<file path="src/rtl/regfile_pkg.sv">
// Shared widths, channel ids and hold-entry type for the register-file writeback arbiter.
package regfile_pkg;

    localparam int XLEN     = 32;
    localparam int REG_AW   = 5;
    localparam int NUM_REGS = 1 << REG_AW;

    typedef enum logic {
        CH_ALU = 1'b0,
        CH_LSU = 1'b1
    } ch_id_e;

    typedef struct packed {
        logic              valid;
        logic [REG_AW-1:0] rd;
        logic [XLEN-1:0]   data;
    } hold_t;

    // x0 is never a real destination, so it never shows up as busy.
    function automatic logic [NUM_REGS-1:0] rd_onehot(input logic [REG_AW-1:0] rd);
        logic [NUM_REGS-1:0] oh;
        oh = '0;
        if (rd != '0) oh[rd] = 1'b1;
        return oh;
    endfunction

endpackage

</file>
<file path="src/rtl/wb_hold_slot.sv">
// One-entry holding buffer for a writeback channel; exposes its entry and busy contribution.
// Accepts while empty or while being granted; ready is forced low during reset.
module wb_hold_slot
    import regfile_pkg::*;
(
    input  logic                clk,
    input  logic                rst,
    input  logic                in_valid,
    input  logic [REG_AW-1:0]   in_rd,
    input  logic [XLEN-1:0]     in_data,
    input  logic                grant,
    output logic                ready,
    output hold_t               hold,
    output logic [NUM_REGS-1:0] busy_vec
);

    hold_t hold_q, hold_d;
    logic  accept;

    assign ready  = !rst && (!hold_q.valid || grant);
    assign accept = in_valid && ready;

    always_comb begin
        hold_d = hold_q;
        if (grant) hold_d.valid = 1'b0;
        if (accept) begin
            hold_d.valid = 1'b1;
            hold_d.rd    = in_rd;
            hold_d.data  = in_data;
        end
    end

    always_ff @(posedge clk or posedge rst) begin
        if (rst) hold_q <= '0;
        else     hold_q <= hold_d;
    end

    assign hold     = hold_q;
    assign busy_vec = hold_q.valid ? rd_onehot(hold_q.rd) : '0;

endmodule

</file>
<file path="src/rtl/regfile_wb_arbiter.sv">
// Arbitrates two writeback channels onto one registered register-file write port; 2-cycle accept-to-write latency.
// Optional REGFILE_WB_TRACE_EN adds a grant-id register and simulation-only commit trace.
module regfile_wb_arbiter #(
    parameter int XLEN   = 32,
    parameter int REG_AW = 5,
    parameter int ARB_RR = 1
) (
    input  logic                     clk,
    input  logic                     rst,
    input  logic                     c0_valid,
    output logic                     c0_ready,
    input  logic [REG_AW-1:0]        c0_rd,
    input  logic [XLEN-1:0]          c0_data,
    input  logic                     c1_valid,
    output logic                     c1_ready,
    input  logic [REG_AW-1:0]        c1_rd,
    input  logic [XLEN-1:0]          c1_data,
    output logic                     rf_we,
    output logic [REG_AW-1:0]        rf_rd,
    output logic [XLEN-1:0]          rf_data,
    output logic [(1<<REG_AW)-1:0]   busy,
    output logic [31:0]              wb_count
);
    import regfile_pkg::*;

    hold_t               hold0, hold1, sel;
    logic [NUM_REGS-1:0] busy0, busy1;
    logic                g0, g1, gnt_any, acc0, acc1, same_rd;
    ch_id_e              pick, rr_q, rr_d, older_q, older_d;
    logic                rf_we_q, rf_we_d;
    logic [REG_AW-1:0]   rf_rd_q, rf_rd_d;
    logic [XLEN-1:0]     rf_data_q, rf_data_d;
    logic [31:0]         wb_count_q, wb_count_d;

    wb_hold_slot u_slot0 (
        .clk(clk), .rst(rst), .in_valid(c0_valid), .in_rd(c0_rd), .in_data(c0_data),
        .grant(g0), .ready(c0_ready), .hold(hold0), .busy_vec(busy0)
    );

    wb_hold_slot u_slot1 (
        .clk(clk), .rst(rst), .in_valid(c1_valid), .in_rd(c1_rd), .in_data(c1_data),
        .grant(g1), .ready(c1_ready), .hold(hold1), .busy_vec(busy1)
    );

    assign acc0 = c0_valid && c0_ready;
    assign acc1 = c1_valid && c1_ready;

    // Same-register writes must leave in arrival order, overriding the fairness policy.
    always_comb begin
        g0      = hold0.valid;
        g1      = hold1.valid;
        pick    = CH_ALU;
        same_rd = (hold0.rd == hold1.rd) && (hold0.rd != '0);
        if (hold0.valid && hold1.valid) begin
            if (same_rd)          pick = older_q;
            else if (ARB_RR != 0) pick = rr_q;
            else                  pick = CH_ALU;
            g0 = (pick == CH_ALU);
            g1 = (pick == CH_LSU);
        end
    end

    assign gnt_any = g0 || g1;
    assign sel     = g1 ? hold1 : hold0;

    always_comb begin
        rr_d       = rr_q;
        older_d    = older_q;
        rf_we_d    = 1'b0;
        rf_rd_d    = rf_rd_q;
        rf_data_d  = rf_data_q;
        wb_count_d = wb_count_q + 32'(rf_we_q);
        if (g0)      rr_d = CH_LSU;
        else if (g1) rr_d = CH_ALU;
        // The entry that stays behind while the other slot fills becomes the older one.
        if (acc0 && hold1.valid && !g1)      older_d = CH_LSU;
        else if (acc1 && hold0.valid && !g0) older_d = CH_ALU;
        if (gnt_any) begin
            rf_we_d   = (sel.rd != '0);
            rf_rd_d   = sel.rd;
            rf_data_d = sel.data;
        end
    end

    always_ff @(posedge clk or posedge rst) begin
        if (rst) begin
            rr_q       <= CH_ALU;
            older_q    <= CH_ALU;
            rf_we_q    <= 1'b0;
            rf_rd_q    <= '0;
            rf_data_q  <= '0;
            wb_count_q <= '0;
        end else begin
            rr_q       <= rr_d;
            older_q    <= older_d;
            rf_we_q    <= rf_we_d;
            rf_rd_q    <= rf_rd_d;
            rf_data_q  <= rf_data_d;
            wb_count_q <= wb_count_d;
        end
    end

    assign rf_we    = rf_we_q;
    assign rf_rd    = rf_rd_q;
    assign rf_data  = rf_data_q;
    assign wb_count = wb_count_q;
    assign busy     = busy0 | busy1 | (rf_we_q ? rd_onehot(rf_rd_q) : '0);

`ifdef REGFILE_WB_TRACE_EN
    ch_id_e gid_q;

    always_ff @(posedge clk or posedge rst) begin
        if (rst)          gid_q <= CH_ALU;
        else if (gnt_any) gid_q <= g1 ? CH_LSU : CH_ALU;
    end

    always_ff @(posedge clk) begin
        if (!rst && rf_we_q)
            $display("WB ch%0d x%0d = %h", int'(gid_q), rf_rd_q, rf_data_q);
        if (!rst && gnt_any && sel.rd == '0)
            $display("WB ch%0d drop x0", g1 ? 1 : 0);
    end
`endif

endmodule
</file>
<file path="config.mk">
export PLATFORM = sky130hd
export DESIGN_NAME = regfile_wb_arbiter
export DESIGN_NICKNAME = d
export VERILOG_FILES = /design/src/rtl/regfile_pkg.sv /design/src/rtl/wb_hold_slot.sv /design/src/rtl/regfile_wb_arbiter.sv
export SDC_FILE = /design/constraint.sdc
export NUM_CORES = 1
export LEC_CHECK = 0
export CAP_MARGIN = 20
export CORE_ASPECT_RATIO = 1.4
export CORE_MARGIN = 2
export CORE_UTILIZATION = 35
export CTS_BUF_LIST = sky130_fd_sc_hd__clkbuf_4 sky130_fd_sc_hd__clkbuf_8
export CTS_CLUSTER_SIZE = 20
export DETAILED_ROUTE_END_ITERATION = 10
export PLACE_DENSITY = 0.62
export SYNTH_ARGS = -nofsm -noshare
export SYNTH_HDL_FRONTEND = slang
export SYNTH_SLANG_ARGS = --single-unit
</file>
<file path="constraint.sdc">
create_clock -name clk -period 5 [get_ports clk]
set_input_delay 0.5 -clock clk [delete_from_list [all_inputs] [get_ports clk]]
set_output_delay 0.5 -clock clk [all_outputs]
set_load 0.02 [all_outputs]
</file>
======== Yosys cells after proc, flatten, opt, wreduce, memory -nomap -nowiden ========
Cells that the tools add are included.
Widths: inputs -> output; s select.
storage, ports and cells
  bits in registers ....................... 148
  input bits .............................. 78
  output and inout port bits .............. 104
  logic and storage cells ................. 77
cells by class
  add/sub/neg operators ................... 1
  $lt $le $gt $ge ......................... 6
  reduce and logical (&&, ||, !) cells .... 29
  multiplexer cells ....................... 25
  eq/ne operators ......................... 1
  bitwise logic cells ..................... 3
operator list
  operator            number
  $mux 32             6
  $mux 38             2
  $or 32x32->32       2
  $mux 37             1
  $add 32x1->32       1
  $reduce_bool 5->1   4
  $lt 5x6->1 const B  3
  $demux 1 s5         3
  $ge 5x1->1 const B  3
  $logic_and 1x1->1   13
  $mux 1              13
  $reduce_bool 2->1   4
  $eq 5x5->1          1
  $logic_not 1->1     5
  $logic_or 1x1->1    3
  $not 1->1           1

======== Depth between registers and ports, before layout ========
Gate-level depths: netlist of the first run.
  depth in word-level cells ............... 12
  gate-level depth with buffers ........... 8
  depth with buffers taken out ............ 7

======== Hierarchy ========
Synthesis of the first run repeated with hierarchy kept, for this count alone.
second synthesis, totals
  cell total of the unflattened synthesis .. 658
  area total of the unflattened synthesis .. 7673.6 um^2
modules (own cells, without submodules)
  module              cells each  area each (um^2)  instances  seq. area each (um^2)
  regfile_wb_arbiter  386         4045.1            1          1801.7
  wb_hold_slot        136         1814.2            2          950.9

======== Worst setup path before layout of the first run ========
Ideal clock, no wire load.
  path kind ............................... input to register
  start point ............................. input rst
  end point ............................... register u_slot0.hold_q, in the netlist u_slot0.hold[21]
  buffers on the path ..................... 1
  cell stages on the path ................. 4
  arrival ................................. 4.913 ns
  library setup time ...................... 0.128 ns
  path slack .............................. -0.041 ns
  path through ............................ inv_1 nand4_4 buf_4 mux2_1
on the way
  longest elaborated chain between the ends .. 3
RTL lines
  what                              RTL line                 text
  start, declared                   regfile_wb_arbiter.sv:9  input logic rst,
  $logic_not 1->1 (no source line)  --
  $logic_and 1x1->1                 wb_hold_slot.sv:20       assign ready = !rst && (!hold_q.valid || grant);
  $logic_and 1x1->1                 wb_hold_slot.sv:21       assign accept = in_valid && ready;
  end signal, assigned              wb_hold_slot.sv:35       else hold_q <= hold_d;
  end, declared                     wb_hold_slot.sv:17       hold_t hold_q, hold_d;
Every way passes these cells.
A chain may end at the register's enable or synchronous reset.

======== Worst setup path in the final report of the first run ========
  start point ............................. register u_slot1.hold_q, in the netlist u_slot1.hold[37]
  end point ............................... output busy[5]
on the way
  longest elaborated chain between the ends .. 3
RTL lines
  what                        RTL line                   text
  start, declared             wb_hold_slot.sv:17
  start signal, assigned      wb_hold_slot.sv:35
  $mux 32                     wb_hold_slot.sv:39         assign busy_vec = hold_q.valid ? rd_onehot(hold_q.rd) : '0;
  $or 32x32->32 (2 in a row)  regfile_wb_arbiter.sv:107  assign busy = busy0 | busy1 | (rf_we_q ? rd_onehot(rf_rd_q) : '0);
  end, declared               regfile_wb_arbiter.sv:21   output logic [(1<<REG_AW)-1:0] busy,
Every way passes these cells.

==> flow_metrics.tcl, run 1 <==
set metrics [dict create \
    outcome "completed" \
    critPathRequiredTime_ns 4.50 \
    power_w 0.00371 \
    dieArea_um2 21600 \
    setup_violations 0 \
    max_freq_ghz 0.246 \
    cts_setup_buffers 0 \
    worst_pin_slew_ns 1.13 \
    core_um2 19900 \
    clk_path_buf_depth 2 \
    ctsResizeCount 0 \
    critPathTopFamily "simple AND/OR/NAND/NOR gates" \
    p_leak_nw 4.12 \
    crit_path_max_incr_delay_ns 1.07 \
    synth_edf_count 0 \
    crit_chain "clkinv_1 -> nor3b_1 -> a22oi_1 -> nand2_1 -> clkdlybuf4s50_1" \
    ys.flop_type "dfrtp_1" \
    holdBufCountCts 0 \
    hold_class "in -> async" \
    setup_ws_ns 0.935 \
    yosysMostFrequentCell "dfrtp_1" \
    cts_num_sinks 148 \
    dp_hpwl_mm 13.8 \
    grt_antenna_before_repair 0 \
    synth_area_um2 7140 \
    drtIter0Drc 418 \
    synth_nets 690 \
    root_buffer "clkbuf_8" \
    h-tree-depth 4 \
    wire_per_inst_um 18.8 \
    grt_pass1_wl_mm 31.4 \
    die_x_um 125 \
    cellPowerDensity_nw_per_um2 387 \
    relSlewSlack_pct 24.7 \
    portBuffers 180 \
    seq_area_frac_synth_pct 51.9 \
    clkTransAtPathRegs_ns 0.08 \
    cts_tree "done" \
    yosysTopAreaCell "dfrtp_1" \
    critPathArrivalTime_ns 3.57 \
    synth_cells 610 \
    timing.final.crit_share_pct 81.3 \
    grt_usage_pct 18.1 \
    peakVddDrop_mv 0.270 \
    critical_path_class "reg -> out" \
    start_util_pct 35.9 \
    yosysWarnings 0 \
    worst-path-buf-inv 2 \
    worstSetupEndpointType "primary output" \
    syn_area_per_cell_um2 11.7 \
    period_needed_ns 4.07 \
    dr.pass1.iters 5 \
    insertion_delay_ns 0.45 \
    highest_layer "met4" \
    synth_cell_types 57 \
    maxSlewViolCount 0 \
    drt-met1-wl_mm 7.54 \
    drcViolationCount 0 \
    fin_nets 859 \
    dpl_worst_slack_ns 1.47 \
    die_h_um 173 \
    final_layout_size_suffix_gt1_share_pct 16.4 \
    ant_nets 0 \
    cts_inserted_buffers 17 \
    start_kind "register" \
    skew_ns 0.0133 \
    hold_violations 0 \
    wl_met3_um 918 \
    synth_async_sr_flop_share_pct 100 \
    drt-vias-per-instance 5.27 \
    rsz0062_at_grt "no" \
    rows 61 \
    synth_commonest_cells "dfrtp_1 (148), nand2_1 (88), mux2_2 (44), o22ai_1 (35), a2bb2oi_1 (34)" \
    synth-seq-cells 148 \
    vias 5507 \
    grt_pass1_vias 5868 \
    nFillCells 1776 \
    pin_count 182 \
    overflow 0 \
    cp_slowest_cell "nor3b_1" \
    maxCapViolCount 0 \
    final.setup.tns_ns 0 \
    grt_max_degree 81 \
    gp_congestion 0.842 \
    routed-wl-met2_mm 10.4 \
    yosys.area.top_type_share_pct 51.9 \
    crit_path_max_fanout 17 \
    wl_mm 19.6 \
    synthTopCellsByArea "dfrtp_1 (52%), mux2_2 (6.9%), mux2_4 (6.3%), nand2_1 (4.6%), a2bb2oi_1 (4.2%)" \
    antenna_cells 0 \
    synthToLayoutAreaGrowth_pct 34.4 \
]
==> metrics by stage <==
stage | hold WS [ns] | util, % | instance area, um2 | instances
after global routing | 0.301 | 48.2 | 9600 | 1044
after CTS | 0.296 | 48.0 | 9560 | 1041
after global placement | 0.461 | 45.5 | 9060 | 1007
final | 0.317 | 48.2 | 9600 | 1044
after detailed placement | 0.468 | 45.7 | 9110 | 1009
after floorplan | 0.465 | - | 7150 | 610
==> state kept, by name (all words and copies together), names as in the netlist <==
register	flops
u_slot0.hold	38
u_slot1.hold	38
rf_data	32
wb_count	32
rf_rd	5
older_q	1
rf_we	1
rr_q	1
==> layout make-up <==
| type | count | area (um2) | share of cell area, % |
|---|---|---|---|
| timing repair buffer | 189 | 1920 | 20.0 |
| clock buffer | 21 | 277 | 2.88 |
| multi-input combinational | 412 | 3170 | 33.0 |
| tap | 252 | 315 | 3.29 |
| inverter | 11 | 45.0 | 0.469 |
| sequential | 148 | 3700 | 38.6 |
| clock inverter | 11 | 173 | 1.80 |
==> worst paths after layout <==
kind | start | to | slack [ns] | cells after the start
worst max-delay path | u_slot1.hold[37] | busy[5] | 0.93 | 5
worst min-delay path | rst | u_slot0.hold[31] | 0.32 | 2
worst max register to register | u_slot1.hold[37] | rf_data[0] | 2.10 | 6
worst min register to register | wb_count[31] | wb_count[31] | 0.49 | 1
max in group asynchronous | rst | u_slot0.hold[4] | 3.62 | 3
min in group clk | wb_count[31] | wb_count[31] | 0.49 | 1
==> where the power goes <==
group | switching, W | internal, W
sequential | 0.000206 | 0.00140
combinational | 0.000506 | 0.000546
clock | 0.000466 | 0.000586
==> per-layer routing <==
layer | global-route usage [%] | vias to the layer above
li1 | - | 2548
met1 | 20.6 | 2729
met2 | 32.4 | 186
met3 | 3.90 | 44
met4 | 8.33 | 0
met5 | 0 | -
==> cell families after synthesis <==
group                      after synthesis  synth area share [%]
AOI/OAI and AO/OA                      121                  13.2
xor gates and xnor gates                35                  4.50
adders and majority gates                2                 0.350
buffers and inverters                   50                  4.03
DFF                                    148                  51.9
muxes                                   75                  13.4
other                                    1                0.0525
and+or+nand+nor                        178                  12.6
==> layout by cell type, fill, tap and decap left out, types with 11 or more instances in the layout <==
cell             netlist  layout
clkdlybuf4s50_1        0     180
dfrtp_1              148     148
nand2_1               88      88
mux2_2                44      44
o22ai_1               35      35
a2bb2oi_1             34      34
mux2_4                30      30
a22oi_1               29      29
xnor2_1               20      20
nor2_1                19      19
clkbuf_8               0      19
xor2_1                13      13
nor3b_1               12      12
and3_1                11      11
No activity file was read; power rests on OpenSTA's default activity.
==> run 2: changes to the inputs <==
- PLACE_DENSITY: 0.62 -> 0.65
- clock period: 5 -> 3.6 ns (I/O delays scaled with it)
==> run 2 against run 1 <==
- design area about the same
- flip-flop and latch count is the same
- critical endpoint is now c0_ready
- via count decreased by 1.2%
- global-route usage about the same
- worst hold slack worse by 0.071 ns
- first-iteration DRC count is 7.7% lower
- combinational power is 38% higher
- core utilization about the same
==> flow_metrics.tcl, run 2 (synthesis gave the netlist of run 1 again) <==
set metrics [dict create \
    outcome "completed" \
    highest_layer "met4" \
    setup_violations 0 \
    cp_slowest_cell "clkdlybuf4s50_1" \
    root_buffer "clkbuf_8" \
    peakVddDrop_mv 0.293 \
    worstSetupEndpointType "primary output" \
    wl_met3_mm 1.12 \
    dp_hpwl_mm 13.4 \
    clkTransAtPathRegs_ns 0.08 \
    crit_path_max_incr_delay_ns 0.60 \
    ant_nets 0 \
    layout_common_cells "clkdlybuf4s50_1 (180), dfrtp_1 (148), nand2_1 (88)" \
    hold_violations 0 \
    max_freq_ghz 0.330 \
    cts_num_sinks 148 \
    crit_path_max_fanout 11 \
    final_layout_size_suffix_gt1_share_pct 16.9 \
    final.setup.tns_ns 0 \
    grt_max_degree 78 \
    cellPowerDensity_nw_per_um2 534 \
    critPathArrivalTime_ns 2.67 \
    period_needed_ns 3.03 \
    skew_ns 0.0157 \
    hold_ws_ns 0.245 \
    vias 5442 \
    core_um2 19900 \
    holdBufCountCts 0 \
    grt_pass1_wl_mm 31.4 \
    dr.pass1.iters 5 \
    grt_antenna_before_repair 1 \
    dieArea_um2 21600 \
    relSlewSlack_pct 37.4 \
    crit_chain "nor3_4 -> a211oi_4 -> a211o_2 -> and3_1 -> clkdlybuf4s50_1" \
    drtIter0Drc 386 \
    h-tree-depth 4 \
    critical_path_class "reg -> out" \
    wire_per_inst_um 18.1 \
    final_common_cell "clkdlybuf4s50_1" \
    routed-wl-met2_mm 9.72 \
    die_x_um 125 \
    cp.depth 5 \
    drcViolationCount 0 \
    synthToLayoutAreaGrowth_pct 34.5 \
    overflow 0 \
    ctsResizeCount 0 \
    grt_pass1_vias 5745 \
    p_leak_nw 4.12 \
    cts_setup_buffers 0 \
    wl_mm 19.0 \
    timing.final.crit_share_pct 84.2 \
    reg2regPathDepth 5 \
    insertion_delay_ns 0.45 \
    maxCapViolCount 0 \
    rsz0062_at_grt "no" \
    fin_nets 864 \
    gp_congestion 0.888 \
    critPathRequiredTime_ns 3.24 \
    drt-vias-per-instance 5.18 \
    worst_pin_slew_ns 0.939 \
    die_h_um 173 \
    start_kind "register" \
    worst-path-buf-inv 1 \
    hold_class "in -> async" \
    clk_path_buf_depth 2 \
    rows 61 \
    pin_count 182 \
    portBuffers 180 \
    critPathTopFamily "buffers and inverters" \
    maxSlewViolCount 0 \
    drt-met1-wl_mm 7.77 \
    start_util_pct 35.9 \
    cts_tree "done" \
    grt_usage_pct 18.1 \
    cts_inserted_buffers 17 \
]
[run 2: layout make-up]
class                      count  area, um2
timing repair buffer         194       1920
sequential                   148       3700
multi-input combinational    412       3170
tap                          252        315
clock inverter                15        218
inverter                      11       45.0
clock buffer                  17        234
fill                        1826      10300
antenna                        1       2.50
[run 2: layer usage]
layer	track usage, %	vias to the layer above
met4	6.27	0
met2	31.1	186
met1	22.0	2675
met5	0	-
li1	-	2558
met3	4.83	23
[run 2: final timing paths]
kind	from	to	slack, ns
max in group asynchronous	rst	u_slot0.hold[14]	2.21
min reg2reg	wb_count[31]	wb_count[31]	0.49
min in group clk	wb_count[31]	wb_count[31]	0.49
max	u_slot0.hold[34]	c0_ready	0.57
min	rst	u_slot0.hold[31]	0.25
max reg2reg	u_slot0.hold[35]	u_slot0.hold[21]	1.01
[run 2: stage by stage]
step           total power (W)  util (%)  std cells  setup WS [ns]  instance area (um2)
2_1_floorplan          0.00308         -        610         -0.117                 7150
3_3_place_gp           0.00369      45.9       1017           1.00                 9150
3_5_place_dp           0.00371      45.9       1017          0.965                 9150
4_1_cts                0.00519      48.2       1049          0.534                 9600
5_1_grt                0.00542      48.2       1050          0.392                 9610
6_report               0.00513      48.2       1050          0.567                 9610
[run 2: power by group]
part           switching, W  internal, W  total, W
Combinational      0.000697     0.000757   0.00145
Clock              0.000686     0.000776   0.00146
Sequential         0.000267      0.00195   0.00222
Total               0.00165      0.00348   0.00513
[run 2: worst register-to-register path: stages (launching register included)]
cell and delay [ns]:
dfrtp_1 0.53, xor2_2 0.25, a211oi_4 0.32, a211o_2 0.23
nand4_4 0.59, mux2_1 0.56
==> run 3: changes to the inputs <==
- clock period: 3.6 -> 2.5 ns (I/O delays scaled with it)
==> run 3 against run 2 <==
- first-iteration DRC count down 11%
- register-to-register slack worse by 0.86 ns
- non-clock buffer count up 27
- critical path depth up 1
- combinational power up 58%
- count of clock-buffer cells in the layout up 3
- clock skew down 0.0021 ns
- flip-flop and latch count unchanged
- critical path type unchanged
- largest cell class unchanged
==> flow_metrics.tcl, run 3 (synthesis gave the netlist of run 1 again) <==
set metrics [dict create \
    maxSlewViolCount 0 \
    hold_class "in -> reg" \
    cts_num_sinks 148 \
    drt-vias-per-instance 5.21 \
    timing.final.crit_share_pct 99.4 \
    die_x_um 125 \
    crit_path_max_incr_delay_ns 0.48 \
    critPathArrivalTime_ns 2.24 \
    root_buffer "clkbuf_8" \
    antenna_cells 0 \
    relSlewSlack_pct 54.8 \
    dieArea_um2 21600 \
    clk_path_buf_depth 2 \
    start_kind "register" \
    vias 5605 \
    cts_inserted_buffers 17 \
    grt_antenna_before_repair 0 \
    wire_per_inst_um 18.3 \
    crit_chain "xor2_2 -> or3_4 -> o21ai_4 -> nand2_1 -> o21a_1 -> clkdlybuf4s15_2" \
    dp_hpwl_mm 14.0 \
    cp_slowest_cell "dfrtp_2" \
    period_needed_ns 2.49 \
    fin_nets 891 \
    cp.depth 6 \
    die_h_um 173 \
    maxCapViolCount 0 \
    rsz0062_at_grt "yes" \
    pin_count 182 \
    grt_pass1_vias 5733 \
    peakVddDrop_mv 0.395 \
    power_frac_seq_pct 42.3 \
    p_int_w 0.00507 \
    hold_depth 2 \
    setup_violations 0 \
    clkTransAtPathRegs_ns 0.09 \
    switching_share_pct 32.1 \
    critPathTopFamily "simple AND/OR/NAND/NOR gates" \
    place_inst 1041 \
    core_um2 19900 \
    insertion_delay_ns 0.44 \
    dr.pass1.iters 6 \
    start_util_pct 35.9 \
    portBuffers 180 \
    crit_path_max_fanout 7 \
    design_area_um2 10000 \
    place_area_um2 9410 \
    cts_tree "done" \
    grt_usage_pct 18.3 \
    gp_congestion 0.857 \
    power_switching_w 0.00240 \
    skew_ns 0.0136 \
    critPathRequiredTime_ns 2.25 \
    layout_common_cells "clkdlybuf4s50_1 (149), dfrtp_1 (138), nand2_1 (88)" \
    final_cells 1076 \
    p_leak_nw 4.71 \
    worstSetupEndpointType "primary output" \
    final.setup.tns_ns 0 \
    overflow 0 \
    final_layout_size_suffix_gt1_share_pct 23.3 \
    rows 61 \
    outcome "completed" \
    reg2regPathDepth 7 \
    ant_nets 0 \
    worst_pin_slew_ns 0.678 \
    critical_path_class "reg -> out" \
    final_common_cell "clkdlybuf4s50_1" \
    wl_mm 19.6 \
    combPwrFrac_pct 30.6 \
    drcViolationCount 0 \
    synthToLayoutAreaGrowth_pct 40.5 \
    h-tree-depth 4 \
    grt_max_degree 97 \
    worst-path-buf-inv 1 \
    grt_pass1_wl_mm 31.6 \
    hold_ws_ns 0.413 \
    nFillCells 1774 \
    max_freq_ghz 0.402 \
    cellPowerDensity_nw_per_um2 745 \
    drtIter0Drc 344 \
    hold_violations 0 \
    p_clk_share_pct 27.1 \
]
run 3: cell types whose count changed in the layout (fill, tap and decap cells not counted), moves of 7 or more:
cell / delta
buf_4: +20
clkdlybuf4s50_1: -31
dlymetal6s2s_1: +21
dlygate4sd2_1: +9
nor3b_1: -7
dfrtp_1: -10
dfrtp_2: +10
run 3: routing by layer:
layer / GRT usage (%) / vias to the layer above / part of all wire (%)
met5: 0 / - / 0
met4: 5.95 / 0 / 1.5
met3: 3.90 / 16 / 5.1
met2: 33.1 / 182 / 54
met1: 21.6 / 2802 / 40
li1: - / 2605 / -
run 3: final cells by class:
class / instances / area (um2) / share of cell area [%]
sequential: 148 / 3720 / 37.0
timing repair buffer: 221 / 2240 / 22.4
inverter: 11 / 45.0 / 0.449
multi-input combinational: 412 / 3280 / 32.7
clock inverter: 12 / 169 / 1.68
clock buffer: 20 / 269 / 2.68
tap: 252 / 315 / 3.14
run 3: worst paths after layout:
path / end / slack (ns) / start
worst max-delay path: c1_ready / 0.01 / u_slot0.hold[33]
worst min-delay path: u_slot0.hold[19] / 0.41 / c0_data[19]
worst max register to register: u_slot1.hold[7] / 0.15 / u_slot0.hold[33]
worst min register to register: wb_count[31] / 0.49 / wb_count[31]
max in group asynchronous: u_slot0.hold[37] / 1.49 / rst
min in group asynchronous: u_slot1.hold[27] / 0.44 / rst
run 3: power by group through the flow:
stage / Sequential (W) / Clock [W] / Combinational [W]
floorplan: 0.00334 / 0 / 0.00110
global placement: 0.00318 / 0 / 0.00222
detailed placement: 0.00319 / 0 / 0.00225
CTS: 0.00315 / 0.00209 / 0.00228
global route: 0.00323 / 0.00221 / 0.00244
finish: 0.00316 / 0.00203 / 0.00229
run 3: per-stage QoR:
step                utilization [%]  total power [W]  worst slack (ns)
floorplan                         -          0.00444             -1.11
finish                         50.4          0.00747            0.0141
global placement               47.2          0.00541             0.181
global route                   50.4          0.00787           -0.0825
CTS                            49.9          0.00753          -0.00498
detailed placement             47.2          0.00544             0.186
run 3: what timing repair did:
item	in CTS	in global routing
setup endpoints to repair	33	25
cloned	0	0
gates resized for setup	34	33
pin swaps	1	0
hold buffers	0	0
setup buffers	3	0
run 3: worst register-to-register path, stage by stage (launching register included):
cell     delay [ns]
dfrtp_2        0.48
xor2_2         0.21
or3_4          0.40
o21ai_4        0.16
buf_4          0.15
a41o_2         0.31
buf_12         0.19
mux2_4         0.32
